**src/rtl/rf_ctrl_pkg.sv**
```systemverilog
// Shared constants for the register-file write-port control slice.
// Widths, requester indices and the hard-wired zero register.
package rf_ctrl_pkg;

    localparam int DATA_W   = 16;
    localparam int ADDR_W   = 3;
    localparam int NUM_REGS = 8;

    localparam int REQ_WB  = 0;
    localparam int REQ_DBG = 1;

    localparam logic [ADDR_W-1:0] REG_ZERO = 3'b000;

    // One-hot select of a register slot in a NUM_REGS-wide vector.
    function automatic logic [NUM_REGS-1:0] reg_onehot(input logic [ADDR_W-1:0] addr);
        return NUM_REGS'(1) << addr;
    endfunction

endpackage

```
**src/rtl/rr_arbiter2.sv**
```systemverilog
// Two-way round-robin arbiter; grant is one-hot or zero and combinational.
// The requester granted most recently loses the next contention.
module rr_arbiter2
    import rf_ctrl_pkg::*;
(
    input  logic       clock,
    input  logic       reset,
    input  logic [1:0] req,
    output logic [1:0] gnt
);

    localparam logic LAST_WB  = 1'b0;
    localparam logic LAST_DBG = 1'b1;

    logic last;

    // Reset gates the grant so nothing is accepted while held in reset.
    always_comb begin
        gnt = 2'b00;
        if (reset) begin
            if (req[REQ_WB] && (!req[REQ_DBG] || last == LAST_DBG)) begin
                gnt[REQ_WB] = 1'b1;
            end else if (req[REQ_DBG]) begin
                gnt[REQ_DBG] = 1'b1;
            end
        end
    end

    always_ff @(posedge clock or negedge reset) begin
        if (!reset) begin
            last <= LAST_DBG;
        end else if (|gnt) begin
            last <= gnt[REQ_DBG] ? LAST_DBG : LAST_WB;
        end
    end

endmodule

```
**src/rtl/rf_write_arbiter.sv**
```systemverilog
// Shares the register-file write port between core writeback and debug,
// registers the winning write and tracks pending destinations in a busy scoreboard.
module rf_write_arbiter
    import rf_ctrl_pkg::*;
(
    input  logic                clock,
    input  logic                reset,
    input  logic                wb_valid,
    input  logic [ADDR_W-1:0]   wb_addr,
    input  logic [DATA_W-1:0]   wb_data,
    output logic                wb_ready,
    input  logic                dbg_valid,
    input  logic [ADDR_W-1:0]   dbg_addr,
    input  logic [DATA_W-1:0]   dbg_data,
    output logic                dbg_ready,
    input  logic                rsv_valid,
    input  logic [ADDR_W-1:0]   rsv_addr,
    input  logic [ADDR_W-1:0]   chk_addr1,
    input  logic [ADDR_W-1:0]   chk_addr2,
    output logic                hazard1,
    output logic                hazard2,
    output logic                rf_write,
    output logic [ADDR_W-1:0]   rf_waddr,
    output logic [DATA_W-1:0]   rf_wdata,
    output logic [NUM_REGS-1:0] busy
);

    logic [1:0]          req;
    logic [1:0]          gnt;
    logic                acc;
    logic                acc_wr;
    logic [ADDR_W-1:0]   acc_addr;
    logic [DATA_W-1:0]   acc_data;
    logic [NUM_REGS-1:0] clr_mask;
    logic [NUM_REGS-1:0] set_mask;
    logic [NUM_REGS-1:0] busy_nxt;

    assign req = {dbg_valid, wb_valid};

    rr_arbiter2 u_arb (
        .clock (clock),
        .reset (reset),
        .req   (req),
        .gnt   (gnt)
    );

    assign wb_ready  = gnt[REQ_WB];
    assign dbg_ready = gnt[REQ_DBG];

    always_comb begin
        acc      = |gnt;
        acc_addr = gnt[REQ_WB] ? wb_addr : dbg_addr;
        acc_data = gnt[REQ_WB] ? wb_data : dbg_data;
        acc_wr   = acc && (acc_addr != REG_ZERO);
    end

    // Writes to register zero are accepted but never reach the register file.
    always_ff @(posedge clock or negedge reset) begin
        if (!reset) begin
            rf_write <= 1'b0;
            rf_waddr <= '0;
            rf_wdata <= '0;
        end else begin
            rf_write <= acc_wr;
            if (acc_wr) begin
                rf_waddr <= acc_addr;
                rf_wdata <= acc_data;
            end
        end
    end

    // Only writeback retires a reservation; a same-cycle reserve overrides the clear.
    always_comb begin
        clr_mask = gnt[REQ_WB] ? reg_onehot(wb_addr) : '0;
        set_mask = (rsv_valid && rsv_addr != REG_ZERO) ? reg_onehot(rsv_addr) : '0;
        busy_nxt = ((busy & ~clr_mask) | set_mask) & ~reg_onehot(REG_ZERO);
    end

    always_ff @(posedge clock or negedge reset) begin
        if (!reset) begin
            busy <= '0;
        end else begin
            busy <= busy_nxt;
        end
    end

    assign hazard1 = busy[chk_addr1];
    assign hazard2 = busy[chk_addr2];

endmodule

```
**config.mk**
```make
export PLATFORM = sky130hd
export DESIGN_NAME = rf_write_arbiter
export DESIGN_NICKNAME = d
export VERILOG_FILES = /design/src/rtl/rf_ctrl_pkg.sv /design/src/rtl/rr_arbiter2.sv /design/src/rtl/rf_write_arbiter.sv
export SDC_FILE = /design/constraint.sdc
export NUM_CORES = 1
export LEC_CHECK = 0
export CORE_ASPECT_RATIO = 0.9
export CORE_MARGIN = 2
export CORE_UTILIZATION = 29
export DETAILED_ROUTE_END_ITERATION = 8
export PLACE_DENSITY = 0.67
export SLEW_MARGIN = 10
export SYNTH_ARGS = -nofsm -noshare
export SYNTH_HDL_FRONTEND = slang
export SYNTH_HIERARCHICAL = 1
export SYNTH_SLANG_ARGS = --single-unit
```
**constraint.sdc**
```tcl
create_clock -name clock -period 4.1 [get_ports clock]
set_input_delay 0.41 -clock clock [delete_from_list [all_inputs] [get_ports clock]]
set_output_delay 0.41 -clock clock [all_outputs]
set_load 0.05 [all_outputs]
```
# After elaboration in Yosys (flattened, before gate mapping)
# Cells that the tools add are included.
# totals
out_inout_bits,32
in_bits,52
register_bits,28
memories,0
rom_bits,0
mem_bits_rw,0
latchBits,0
# op_classes
shifts,2
muxes,13
n_lt_le_gt_ge,2
div,0
n_eq_ne,0
n_mul,0
n_reduce_logical,8
bitwise,3
n_addsub,0
# op_table
op,count
$mux 16,1
$mux 8,2
$shl 1x3->8 const A,2
$and 8x8->8,1
$lt 3x4->1 const B,2
$not 8->8,1
$or 8x8->8,1
$bmux 1 s3,2
$mux 1,6
$reduce_bool 3->1,2
$logic_and 1x1->1,3
$mux 3,1
$mux 2,1
$reduce_or 2->1,1
$logic_not 1->1,1
$logic_or 1x1->1,1

# Logic depth before layout (Yosys ltp)
# Gate-level depths: netlist (run 1).
# depth
word_depth,9
mapped_depth,8
depth_no_buf,6

# Modules after synthesis
# Netlist (run 1), hierarchy kept.
# modules_own_cells
mod,n_inst,cells_each,area_each_um2
rf_write_arbiter,1,118,1412.6
rr_arbiter2,1,8,62.6

# Worst setup path before layout (run 1)
# OpenSTA, ideal clock, no wires.
# synth_timing
path_type,register to register
from,register u_arb.last
to,register rf_wdata[8]
arrival_ns,2.452
period_less_slack_ns,2.580
path_slack_ns,1.520
setup_ns,0.128
stages_incl_launch_ff,7
cell_sequence,dfstp_2 > inv_1 > a21oi_1 > buf_6 > buf_2 > mux2_2 > mux2_1
# synth_between
elab_chain_cells,7
# synth_lines
item,line_no,rtl
start: declaration,rr_arbiter2.sv:15,logic last;
start signal: assignment,rr_arbiter2.sv:33,last <= gnt[REQ_DBG] ? LAST_DBG : LAST_WB;
$logic_or 1x1->1 *,rr_arbiter2.sv:21,if (req[REQ_WB] && (!req[REQ_DBG] || last == LAST_DBG)) begin
$logic_and 1x1->1 *,rr_arbiter2.sv:21,
$mux 1 *,rr_arbiter2.sv:21,
$mux 2 *,rr_arbiter2.sv:20,if (reset) begin
net wb_ready,rf_write_arbiter.sv:11,"output logic wb_ready,"
$mux 3,rf_write_arbiter.sv:52,acc_addr = gnt[REQ_WB] ? wb_addr : dbg_addr;
$reduce_bool 3->1,rf_write_arbiter.sv:54,acc_wr = acc && (acc_addr != REG_ZERO);
$logic_and 1x1->1,rf_write_arbiter.sv:54,
end signal: assignment,rf_write_arbiter.sv:67,rf_wdata <= acc_data;
end: declaration,rf_write_arbiter.sv:24,"output logic [DATA_W-1:0] rf_wdata,"
# The timed path passes the listed nets; every way through them passes the cells marked *.
# A chain may end at the register's enable or synchronous reset.

# Final worst setup path (run 1)
# layout_timing
from,input chk_addr1[0]
to,output hazard1
# layout_between
elab_chain_cells,2
# layout_lines
item,line_no,rtl
start: declaration,rf_write_arbiter.sv:18,"input logic [ADDR_W-1:0] chk_addr1,"
$bmux 1 s3,rf_write_arbiter.sv:87,assign hazard1 = busy[chk_addr1];
$mux 1 (not written as such),rf_write_arbiter.sv:87,
end: declaration,rf_write_arbiter.sv:20,"output logic hazard1,"
# Every way passes these cells. The select of a mux whose other input is x is not followed.

==> results of run 1 <==
-- routing by layer --
metal,wire length [um],track usage,vias up,share of wire
li1,-,-,612,-
met1,1574,0.1644,591,0.43
met2,1821,0.2382,41,0.49
met3,266,0.04786,2,0.072
met4,22,0.02874,0,0.0060
met5,0,0,-,0
-- registers in the layout (all words and copies together) (netlist names) --
register	cells
busy	7
rf_waddr	3
rf_wdata	16
rf_write	1
u_arb/last	1
-- logic make-up (layout without fill, tap and decap cells) --
group	count (synthesis)	count (layout)	synth area share
other	1	1	0.002542
AND/OR/NAND/NOR	24	24	0.07803
flip-flops	28	28	0.4758
multiplexers	36	36	0.2901
AO/OA/AOI/OAI	29	29	0.1187
buffers and inverters	8	91	0.03478
-- placed cells by master (no fill, tap or decap), types with 2 or more instances in the layout --
| cell type | n |
|---|---|
| nand2_1 | 12 |
| o21ai_0 | 15 |
| a21oi_1 | 3 |
| clkdlybuf4s50_1 | 81 |
| mux4_2 | 2 |
| a221o_1 | 2 |
| dfrtp_1 | 27 |
| clkbuf_8 | 4 |
| o21ai_2 | 2 |
| nor2_1 | 4 |
| nand2b_1 | 6 |
| o21ai_1 | 2 |
| inv_1 | 3 |
| buf_4 | 3 |
| mux2_1 | 8 |
| o31ai_1 | 2 |
| mux2_2 | 26 |
-- power groups by stage --
stage | logic, mW | clock network [mW] | registers, mW
finish | 0.598 | 0.170 | 0.386
global route | 0.628 | 0.190 | 0.397
CTS | 0.606 | 0.177 | 0.387
detailed placement | 0.603 | 0 | 0.392
global placement | 0.599 | 0 | 0.391
floorplan | 0.142 | 0 | 0.621
-- critical path, stage by stage --
cell             delay (ps)
clkdlybuf4s50_1         530
mux4_2                  510
nand2_1                  70
o21ai_0                  70
clkdlybuf4s50_1         700
-- final cells by class --
cell class	instances	area (um^2)
repair buffers	84	833.3
fillers	468	2456
flip-flops and latches	28	701.9
inverters	3	11.26
multi-input cells	90	725.7
well taps	65	81.33
clock buffers	4	55.05
-- path summary, 6_finish.rpt --
path                                          start                       end  slack (ps)  depth (start not counted)
min                        rf_wdata[10]$_DFFE_PN0P_  rf_wdata[10]$_DFFE_PN0P_         500                          1
max                                    chk_addr1[0]                   hazard1        1400                          5
max in group asynchronous                     reset    u_arb/last$_DFFE_PN1P_        3160                          2
min reg2reg                rf_wdata[10]$_DFFE_PN0P_  rf_wdata[10]$_DFFE_PN0P_         500                          1
max reg2reg                  u_arb/last$_DFFE_PN1P_   rf_wdata[5]$_DFFE_PN0P_        1650                          5
min in group asynchronous                     reset   rf_waddr[0]$_DFFE_PN0P_         630                          2
-- per-stage QoR --
stage | setup slack (ps) | instances | utilization
6_report | 1400 | 274 | 0.4951
5_1_grt | 1332 | 274 | 0.4951
4_1_cts | 1384 | 274 | 0.4951
3_5_place_dp | 1183 | 270 | 0.4838
3_3_place_gp | 1276 | 270 | 0.4838
2_1_floorplan | 1520 | 126 | -
==> impl_metrics.env, run 1 <==
export IMPL_status="completed"
export IMPL_period_needed_ps=2700
export IMPL_clkPwrFrac=0.147
export IMPL_boundaryPins=84
export IMPL_p_leak_nw=0.9480
export IMPL_cp_arrival_ps=2290
export IMPL_switching_share=0.4215
export IMPL_wl_per_cell_um=13.45
export IMPL_vias_per_cell=4.547
export IMPL_clk_pin_slew_ps=90
export IMPL_fmax_mhz=370.4
export IMPL_drv_cap=0
export IMPL_yosys_area_top_type="dfrtp_1"
export IMPL_core_area_um2=4865
export IMPL_cp_max_fo=3
export IMPL_synth_nets=178
export IMPL_drt_wl_total_mm=3.685
export IMPL_fin_skew_ps=2.224
export IMPL_pwr_share_comb=0.518
export IMPL_synth_area_leaders="dfrtp_1 46%, mux2_2 20%, mux2_1 6.1%"
export IMPL_finalSetupViolCount=0
export IMPL_antenna_found_initial=0
export IMPL_p_seq_frac=0.335
export IMPL_std_cell_rows=24
export IMPL_synth_edf_count=0
export IMPL_nNetsFinal=262
export IMPL_hold_path_class="reg -> reg"
export IMPL_synth_cells=126
export IMPL_ctsResizeCount=0
export IMPL_tightest_slew_ps=883.1
export IMPL_dpl_instance_area_um2=2354
export IMPL_overflow=0
export IMPL_p_sw_mw=0.4862
export IMPL_cts_max_level=1
export IMPL_syn_area_per_cell_um2=11.71
export IMPL_crit_path_start_kind="input pin"
export IMPL_ys_ff_latch=28
export IMPL_worstSkewPairLatency_ps=270
export IMPL_fin_crit_sh=0.6585
export IMPL_insertedDiodeCount=0
export IMPL_synthArstFlopShare=1.000
export IMPL_gp_congestion=0.7115
export IMPL_ys_top_cells_by_count="27 x dfrtp_1, 26 x mux2_2, 15 x o21ai_0, 12 x nand2_1, 8 x mux2_1"
export IMPL_required_ps=3690
export IMPL_clkSinkCount=28
export IMPL_netlist_area_um2=1475
export IMPL_ys_seq_area_frac=0.4758
export IMPL_die_x_um=79.18
export IMPL_via_count=1246
export IMPL_p_int_mw=0.6673
export IMPL_cts_tree="built"
export IMPL_synth_most_common_cell="dfrtp_1"
export IMPL_drc_errors=0
export IMPL_ys_flop_type="dfrtp_1"
export IMPL_ys_warn_count=6
export IMPL_maxSlewViolCount=0
export IMPL_numPortBuffers=82
export IMPL_place_hpwl_mm=2.902
export IMPL_cts_root_buf="clkbuf_8"
export IMPL_hold_buffers=0
export IMPL_drt_iter0_drc=55
export IMPL_dieArea_um2=5674
export IMPL_powerDensity_nw_per_um2=478.9
export IMPL_holdWs_ps=502.5
export IMPL_cts_buffers=3
export IMPL_slew_headroom=0.4113
export IMPL_grtUsageTotal=0.1368
export IMPL_cts_buffer_depth=2
export IMPL_vdd_drop_max_mv=0.2411
export IMPL_start_util=0.3032
export IMPL_ys_types=23
export IMPL_drive_above_1_share=0.1962
export IMPL_area_delta_synth_final_pct=63.27
export IMPL_grt_pass1_vias=1305
export IMPL_grt_max_degree=30
export IMPL_hold_viol=0
export IMPL_ant_nets=0
export IMPL_die_height_um=71.66
export IMPL_critPathCaptureType="output port"
export IMPL_grt_pass1_wl_mm=6.106
export IMPL_fin_setup_tns_ps=0
export IMPL_dr_pass1_iters=4
export IMPL_rsz0062_at_grt="no"
export IMPL_power_total_mw=1.154
export IMPL_crit_type="in -> out"
export IMPL_cts_setup_buffers=0
export IMPL_finalInstanceArea_um2=2409
export IMPL_synth_top_area_frac=0.4580
No activity file was read; power rests on OpenSTA's default activity.
==> inputs of run 2 (changes only) <==
- PLACE_DENSITY: 0.67 -> 0.69
- clock period: 4.1 -> 2.4 ns (I/O delays scaled with it)
==> impl_metrics.env, run 2 (synthesis results as in run 1) <==
export IMPL_status="completed"
export IMPL_gr_usage_met3=0.03652
export IMPL_period_needed_ps=1990
export IMPL_grt_max_degree=24
export IMPL_core_area_um2=4865
export IMPL_boundaryPins=84
export IMPL_clk_pin_slew_ps=100
export IMPL_critPathCaptureType="flop"
export IMPL_powerDensity_nw_per_um2=832.5
export IMPL_hold_path_class="in -> async"
export IMPL_top_regs="rf_wdata x16, busy x7, rf_waddr x3"
export IMPL_crit_chain="inv_1 > a21oi_2 > buf_4 > mux2_2 > mux2_1"
export IMPL_overflow=0
export IMPL_ant_nets=0
export IMPL_ff2ff_path_depth=5
export IMPL_numPortBuffers=82
export IMPL_clkSinkCount=28
export IMPL_start_util=0.3032
export IMPL_dpl_instance_area_um2=2414
export IMPL_drc_errors=0
export IMPL_pwr_share_comb=0.502
export IMPL_vdd_drop_max_mv=0.5149
export IMPL_final_common_cell="clkdlybuf4s50_1"
export IMPL_cp_top_family="multiplexers"
export IMPL_slew_headroom=0.6531
export IMPL_cts_root_buf="clkbuf_8"
export IMPL_reg2reg_slack_ps=410
export IMPL_nNetsFinal=266
export IMPL_dieArea_um2=5674
export IMPL_cts_buffer_depth=2
export IMPL_crit_path_start_kind="flop"
export IMPL_rsz0062_at_grt="no"
export IMPL_finalNonFillerCells=278
export IMPL_fin_crit_sh=0.8293
export IMPL_layout_common_cells="78 x clkdlybuf4s50_1, 27 x dfrtp_1, 26 x mux2_2, 15 x o21ai_0, 12 x nand2_1"
export IMPL_grtUsageTotal=0.1354
export IMPL_cts_setup_buffers=0
export IMPL_cts_tree="built"
export IMPL_ctsResizeCount=0
export IMPL_via_count=1285
export IMPL_insertedDiodeCount=0
export IMPL_clkPwrFrac=0.179
export IMPL_gp_congestion=0.7004
export IMPL_timing_rr_start="u_arb/last$_DFFE_PN1P_"
export IMPL_p_seq_frac=0.319
export IMPL_use_met1=0.1792
export IMPL_max_stage_delay_ps=560
export IMPL_switching_share=0.4044
export IMPL_fin_skew_ps=5.473
export IMPL_worstSkewPairLatency_ps=280
export IMPL_pre_cts_ws_ps=171.4
export IMPL_path_buf_inv=2
export IMPL_drt_iter0_drc=71
export IMPL_worstReg2RegEnd="rf_wdata[9]$_DFFE_PN0P_"
export IMPL_p_int_mw=1.232
export IMPL_postLayoutSetupSlackWorst_ps=409.7
export IMPL_maxSlewViolCount=0
export IMPL_largest_reg_flops=16
export IMPL_die_height_um=71.66
export IMPL_hold_buffers=0
export IMPL_finalInstanceArea_um2=2485
export IMPL_cts_buffers=3
export IMPL_drt_wl_total_mm=3.659
export IMPL_std_cell_rows=24
export IMPL_fmax_mhz=502.4
export IMPL_top_register="rf_wdata"
export IMPL_dp_cells=274
export IMPL_required_ps=2560
export IMPL_p_sw_mw=0.8366
export IMPL_antenna_found_initial=0
export IMPL_fin_setup_tns_ps=0
export IMPL_cpMaxStageDelayCell="dfstp_2"
export IMPL_dr_pass1_iters=4
export IMPL_drive_above_1_share=0.2254
export IMPL_wl_per_cell_um=13.16
export IMPL_met2_usage=0.2241
export IMPL_grt_pass1_wl_mm=5.996
export IMPL_tightest_slew_ps=518.7
export IMPL_grt_busiest_layer="met2"
export IMPL_cp_max_fo=12
export IMPL_crit_type="reg -> reg"
export IMPL_place_hpwl_mm=2.945
export IMPL_utilization=0.5108
export IMPL_hold_viol=0
export IMPL_p_leak_nw=0.9903
export IMPL_drv_cap=0
export IMPL_vias_per_cell=4.622
export IMPL_finalSetupViolCount=0
export IMPL_cts_max_level=1
export IMPL_area_delta_synth_final_pct=68.45
export IMPL_die_x_um=79.18
export IMPL_fill_cells=462
export IMPL_grt_pass1_vias=1239
export IMPL_cp_arrival_ps=2150
[run 2: cell count changes in the layout (fill, tap and decap cells not counted), sizes merged]
cell           delta
bufinv            +1
clkdlybuf4s50     -3
buf               +7
clkbuf            -1
[run 2: power by group through the flow]
stage | clock [mW] | combinational [mW] | sequential, mW
floorplan | 0 | 0.244 | 1.06
global placement | 0 | 1.04 | 0.667
detailed placement | 0 | 1.05 | 0.668
CTS | 0.381 | 1.05 | 0.661
global route | 0.404 | 1.09 | 0.677
finish | 0.371 | 1.04 | 0.659
[run 2: worst max-delay path by stage]
| stage | start | end | slack [ps] | depth (start not counted) |
|---|---|---|---|---|
| 5_1_grt | u_arb/last$_DFFE_PN1P_ | rf_wdata[9]$_DFFE_PN0P_ | 300 | 5 |
| 3_3_place_gp | reset | rf_wdata[8]$_DFFE_PN0P_ | 220 | 6 |
| 4_1_cts | u_arb/last$_DFFE_PN1P_ | rf_wdata[9]$_DFFE_PN0P_ | 390 | 5 |
| 2_1_floorplan | u_arb/last$_DFFE_PN1P_ | rf_waddr[0]$_DFFE_PN0P_ | 70 | 6 |
| 6_report | u_arb/last$_DFFE_PN1P_ | rf_wdata[9]$_DFFE_PN0P_ | 410 | 5 |
| 3_5_place_dp | reset | rf_wdata[8]$_DFFE_PN0P_ | 170 | 6 |
[run 2: through the flow]
step	hold WS [ps]	power (mW)
2_1_floorplan	-55.59	1.304
3_3_place_gp	472.3	1.709
3_5_place_dp	483.4	1.714
4_1_cts	325.3	2.091
5_1_grt	331.2	2.169
6_report	324.1	2.069
[run 2: area by class of cell]
type / instances / area, um^2 / area share
Multi-Input combinational cell: 90 / 725.7 / 0.2920
Inverter: 3 / 11.26 / 0.004532
Clock buffer: 3 / 41.29 / 0.01662
Tap cell: 65 / 81.33 / 0.03273
Timing Repair Buffer: 88 / 893.4 / 0.3595
Clock inverter: 1 / 30.03 / 0.01208
Sequential cell: 28 / 701.9 / 0.2825
[run 2: layer usage]
metal,vias up,wire [um]
met4,0,23
met2,45,1754
met1,607,1648
met5,-,0
li1,629,-
met3,4,232
==> patch 1, RTL diff (config.mk and constraints of run 1) <==
Reset style: synchronous (`reset`), changed in 3 clocked blocks.
--- a/src/rtl/rr_arbiter2.sv
+++ b/src/rtl/rr_arbiter2.sv
@@ -26,7 +26,7 @@
         end
     end
 
-    always_ff @(posedge clock or negedge reset) begin
+    always_ff @(posedge clock) begin
         if (!reset) begin
             last <= LAST_DBG;
         end else if (|gnt) begin
--- a/src/rtl/rf_write_arbiter.sv
+++ b/src/rtl/rf_write_arbiter.sv
@@ -55,7 +55,7 @@
     end
 
     // Writes to register zero are accepted but never reach the register file.
-    always_ff @(posedge clock or negedge reset) begin
+    always_ff @(posedge clock) begin
         if (!reset) begin
             rf_write <= 1'b0;
             rf_waddr <= '0;
@@ -76,7 +76,7 @@
         busy_nxt = ((busy & ~clr_mask) | set_mask) & ~reg_onehot(REG_ZERO);
     end
 
-    always_ff @(posedge clock or negedge reset) begin
+    always_ff @(posedge clock) begin
         if (!reset) begin
             busy <= '0;
         end else begin
Check against the original RTL: differs if reset is asserted again (counterexample within 4 cycles, from zero or initial values and one cycle with reset low); with reset held inactive, the same outputs for 10 cycles.
==> patch 1 against run 1 <==
Wire length up 7.1%. Die area is 2.8% higher. Setup slack improved by 0.0038 ns. Sequential cell count is the same. Critical path depth unchanged. Synthesized area grew 3.0%. Cell area up 1.5%. Critical path type unchanged. Critical endpoint unchanged.
Power is not compared: it rests on default switching activity, and its combinational part moved more than twofold at a synthesized area within 25%.
==> patch 1: results (changes against run 1) <==
outcome=completed (unchanged); syn nets=209 (was 178); Worst Tran Pin Value=0.871 ns (was 0.883 ns); Unique masters post-synth=30 (was 23); asr flop ratio synth=0% (was 100%); Routability Congestion=0.764 (was 0.712); Setup Buffers After CTS=0 (unchanged); HP Class=flip-flop to flip-flop (unchanged); Synth top cells by count=dfxtp_1, mux2i_1, a21oi_1, nand2_1 (was dfrtp_1, mux2_2, o21ai_0); post-synthesis mux area share=16.3% (was 29.0%); largest net degree at the start of global routing=31 (was 30); post-cts sizing count=0 (unchanged); Initial DRC Count=58 (was 55); number of global-route vias before repair=1389 (was 1305); DP HPWL=3.04 mm (was 2.90 mm); htree depth=1 (unchanged); Total GRT Usage=14.2% (was 13.7%); share of cells above drive strength 1=15.7% (was 19.6%); critical register-to-register path startpoint=u_arb/last$_SDFFE_PN1P_ (was u_arb/last$_DFFE_PN1P_); FF-to-FF End=rf_waddr[1]$_SDFFE_PN0P_ (was rf_wdata[5]$_DFFE_PN0P_); crit path launch=chk_addr1[0] (unchanged); WP data arrival=2.29 ns (about the same); Seq/Total Area, Yosys=36.9% (was 47.6%); Total Wirelength=3.95 mm (was 3.69 mm); FF-to-FF setup slack=2.07 ns (was 1.65 ns); Max Clock Skew=0.00504 ns (was 0.00222 ns); clk_lat worst skew=0.27 ns (about the same); initial antenna violation count=0 (unchanged); first-pass GRT wire length=6.51 mm (was 6.11 mm); Warnings, synthesis=6 (unchanged); Synth Area in Compound Gates=30.2% (was 11.9%); r2r worst-path depth=6 (was 5); Int Pwr=0.510 mW; largest cells by area after synthesis=dfxtp_1, mux2i_1, o31ai_2, a21oi_2, o31ai_1 (was dfrtp_1, mux2_2, mux2_1, o21ai_0, mux4_2); Peak VDD IR=0.000172 V; post-DR vias/cell=4.77 (was 4.55); CTS Buf Count=3 (unchanged); Core Region=4950 µm² (was 4860 µm²); Leakage=0.864 nW; fin nets=288 (was 262)
## patch 1: logic make-up after synthesis
kind of cell,Yosys count
and+or+nand+nor,31
other,1
DFF,28
AOI/OAI and AO/OA,61
muxes,22
buffers and inverters,14
## patch 1: critical path, cell delays in order
cell	delay [ns]
clkdlybuf4s50_1	0.52
mux4_2	0.51
nand2_1	0.07
o21ai_0	0.07
clkdlybuf4s50_1	0.70
## patch 1: per-layer routing
| layer | global-route usage, % | part of all wire, % | vias up |
|---|---|---|---|
| li1 | - | - | 728 |
| met1 | 17.8 | 44 | 644 |
| met2 | 23.4 | 45 | 58 |
| met3 | 4.95 | 10 | 2 |
| met4 | 3.39 | 0.61 | 0 |
| met5 | 0 | 0 | - |
## patch 1: cell type report
type,instances,area (µm²)
Tap cell,65,81.3
Multi-Input combinational cell,115,878
Fill cell,497,2510
Sequential cell,28,561
Timing Repair Buffer,86,861
Inverter,2,7.51
Clock buffer,4,55.1
## patch 1: how the worst min path moves through the flow
stage / cells past startpoint / slack (ns) / from / to
after floorplan: 1 / 0.47 / reset / u_arb/last$_SDFFE_PN1P_
after global placement: 2 / 0.51 / u_arb/last$_SDFFE_PN1P_ / u_arb/last$_SDFFE_PN1P_
after detailed placement: 2 / 0.51 / busy[3]$_SDFF_PN0_ / busy[3]$_SDFF_PN0_
after CTS: 2 / 0.53 / busy[3]$_SDFF_PN0_ / busy[3]$_SDFF_PN0_
after global routing: 2 / 0.55 / busy[3]$_SDFF_PN0_ / busy[3]$_SDFF_PN0_
final: 2 / 0.52 / busy[3]$_SDFF_PN0_ / busy[3]$_SDFF_PN0_
## patch 1: power groups by stage
stage | combinational (mW) | sequential [mW] | clock, mW
3_5_place_dp | 0.299 | 0.318 | 0
3_3_place_gp | 0.297 | 0.319 | 0
5_1_grt | 0.317 | 0.316 | 0.188
6_report | 0.297 | 0.312 | 0.170
4_1_cts | 0.300 | 0.313 | 0.176
2_1_floorplan | 0.101 | 0.400 | 0
## patch 1: metrics by stage
stage          instances  utilization (%)  setup slack (ns)  instance area, µm²  power [mW]
4_1_cts              300             49.3              1.38                2440       0.789
3_5_place_dp         296             48.2              1.08                2390       0.618
6_report             300             49.3              1.40                2440       0.779
5_1_grt              300             49.3              1.15                2440       0.820
2_1_floorplan        157                -              1.67                1520       0.501
3_3_place_gp         296             48.2              1.16                2390       0.616
==> patch 2, RTL diff (settings of run 1) <==
Made on the original files. The package constant `REG_ZERO` goes from 3'b000 to 3'b001.
--- a/src/rtl/rf_ctrl_pkg.sv
+++ b/src/rtl/rf_ctrl_pkg.sv
@@ -9,7 +9,7 @@
     localparam int REQ_WB  = 0;
     localparam int REQ_DBG = 1;
 
-    localparam logic [ADDR_W-1:0] REG_ZERO = 3'b000;
+    localparam logic [ADDR_W-1:0] REG_ZERO = 3'b001;
 
     // One-hot select of a register slot in a NUM_REGS-wide vector.
     function automatic logic [NUM_REGS-1:0] reg_onehot(input logic [ADDR_W-1:0] addr);
Behaviour: not the same (Yosys sat finds a counterexample within 4 cycles, from zero or initial values and one cycle with reset low).
==> patch 2 against run 1 <==
Sequential cell count is the same. Cell area grew 6.9%. Wire length grew 26%. Highest routed layer unchanged. Power is 0.36% lower. Critical endpoint is now wb_ready. Setup slack worse by 0.43 ns. Largest power group unchanged. Sequential power down 2%. Synthesized area grew 10%. Global-route usage is 1.6 points higher.
==> patch 2: results (changes against run 1) <==
outcome=completed (unchanged); fin nets=293 (was 262); Total Wirelength=4.66 mm (was 3.69 mm); clk_lat worst skew=0.27 ns (about the same); via count=1538 (was 1246); HP Class=input port to async pin (was flip-flop to flip-flop); Max Clock Skew=0.00258 ns (was 0.00222 ns); WP data arrival=2.72 ns (was 2.29 ns); Final WS setup=0.971 ns (was 1.40 ns); initial antenna violation count=0 (unchanged); critical register-to-register path startpoint=u_arb/last$_DFFE_PN1P_ (unchanged); critical-path maximum fanout=12 (was 3); Rel. slew slack=32.0% (was 41.1%); Unique masters post-synth=34 (was 23); DP HPWL=3.50 mm (was 2.90 mm); Synth top area share=41.6% (was 45.8%); Top Family by Delay on Critical Path=buffers and inverters (unchanged); Leakage=1.03 nW (was 0.948 nW); CTS clk-pin slew, worst paths=0.10 ns; Initial DRC Count=91 (was 55); crit path launch=reset (was chk_addr1[0]); largest cells by area after synthesis=dfrtp_1, o32ai_1, or3b_1, a31oi_1, inv_1 (was dfrtp_1, mux2_2, mux2_1, o21ai_0, mux4_2); first-pass GRT wire length=7.63 mm (was 6.11 mm); worst slack, placed=0.809 ns (was 1.18 ns); Area after DPL=2500 µm² (was 2350 µm²); Inst Count DP=303 (was 270); Routability Congestion=0.786 (was 0.712); 1st-pass router iterations=4 (unchanged); Seq/Total Area, Yosys=43.2% (was 47.6%); FF-to-FF setup slack=1.62 ns (was 1.65 ns); Synth top cells by count=dfrtp_1, a31oi_1, inv_1 (was dfrtp_1, mux2_2, o21ai_0); largest net degree at the start of global routing=21 (was 30); Total GRT Usage=15.3% (was 13.7%); Slew Limit Fails=0 (unchanged); Peak VDD IR=0.000215 V (was 0.000241 V); share of cells above drive strength 1=7.92% (was 19.6%); crit-path max cell delay=0.91 ns (was 0.70 ns); final-layout fill cell count=501 (was 468); Warnings, synthesis=6 (unchanged); # diodes=0 (unchanged); mean post-synth cell area=10.0 µm² (was 11.7 µm²); Setup Buffers After CTS=0 (unchanged); WL/cell=15.2 µm (was 13.4 µm); biggest regs=rf_wdata x16, busy x7, rf_waddr x3 (unchanged); syn nets=214 (was 178)
==> patch 2: cell types whose count changed after synthesis, sizes merged, moves of 3 or more <==
| cell | change |
|---|---|
| mux2 | -32 |
| a31oi | +18 |
| inv | +16 |
| o32ai | +16 |
| or3b | +16 |
| nand2 | -6 |
| o21ai | -5 |
| clkbuf | +4 |
| nor2 | -4 |
| or2b | +3 |
==> patch 2: kinds of logic (layout without fill, tap and decap cells) <==
family / Yosys count / in the layout / synth area share, %
AO/OA/AOI/OAI: 59 / 59 / 25.5
flip-flops: 28 / 28 / 43.2
multiplexers: 6 / 6 / 5.39
AND/OR/NAND/NOR: 38 / 38 / 17.1
other: 1 / 1 / 0.231
buffers and inverters: 30 / 108 / 8.62
==> patch 2: metal layers <==
layer,global-route usage [%],wire (µm)
met5,0,0
met2,25.5,2190
met1,20.7,2130
met3,3.51,320
met4,2.91,11
==> patch 2: final timing paths <==
check	endpoint	cells past startpoint
min in group clock	rf_waddr[2]$_DFFE_PN0P_	1
min reg2reg	rf_waddr[2]$_DFFE_PN0P_	1
max	wb_ready	4
max in group asynchronous	u_arb/last$_DFFE_PN1P_	2
max reg2reg	rf_waddr[2]$_DFFE_PN0P_	5
min	rf_write$_DFF_PN0_	1
==> patch 2: metrics by stage <==
step | hold slack, ns | util [%]
2_1_floorplan | 0.114 | -
3_3_place_gp | 0.482 | 47.1
3_5_place_dp | 0.479 | 47.1
4_1_cts | 0.502 | 48.4
5_1_grt | 0.522 | 48.4
6_report | 0.490 | 48.4
==> patch 2: cell type report <==
| type | count | area, µm² | area share [%] |
|---|---|---|---|
| clock inverters | 1 | 30.0 | 1.17 |
| inverters | 19 | 71.3 | 2.77 |
| flip-flops and latches | 28 | 702 | 27.3 |
| multi-input cells | 104 | 793 | 30.8 |
| repair buffers | 85 | 853 | 33.1 |
| well taps | 67 | 83.8 | 3.26 |
| clock buffers | 3 | 41.3 | 1.60 |
==> patch 2: where the power goes <==
group          leakage [nW]  total, mW  switching (mW)  internal [mW]
combinational         0.693      0.551           0.339          0.212
sequential            0.303      0.379          0.0432          0.335
clock                0.0357      0.220          0.0890          0.131
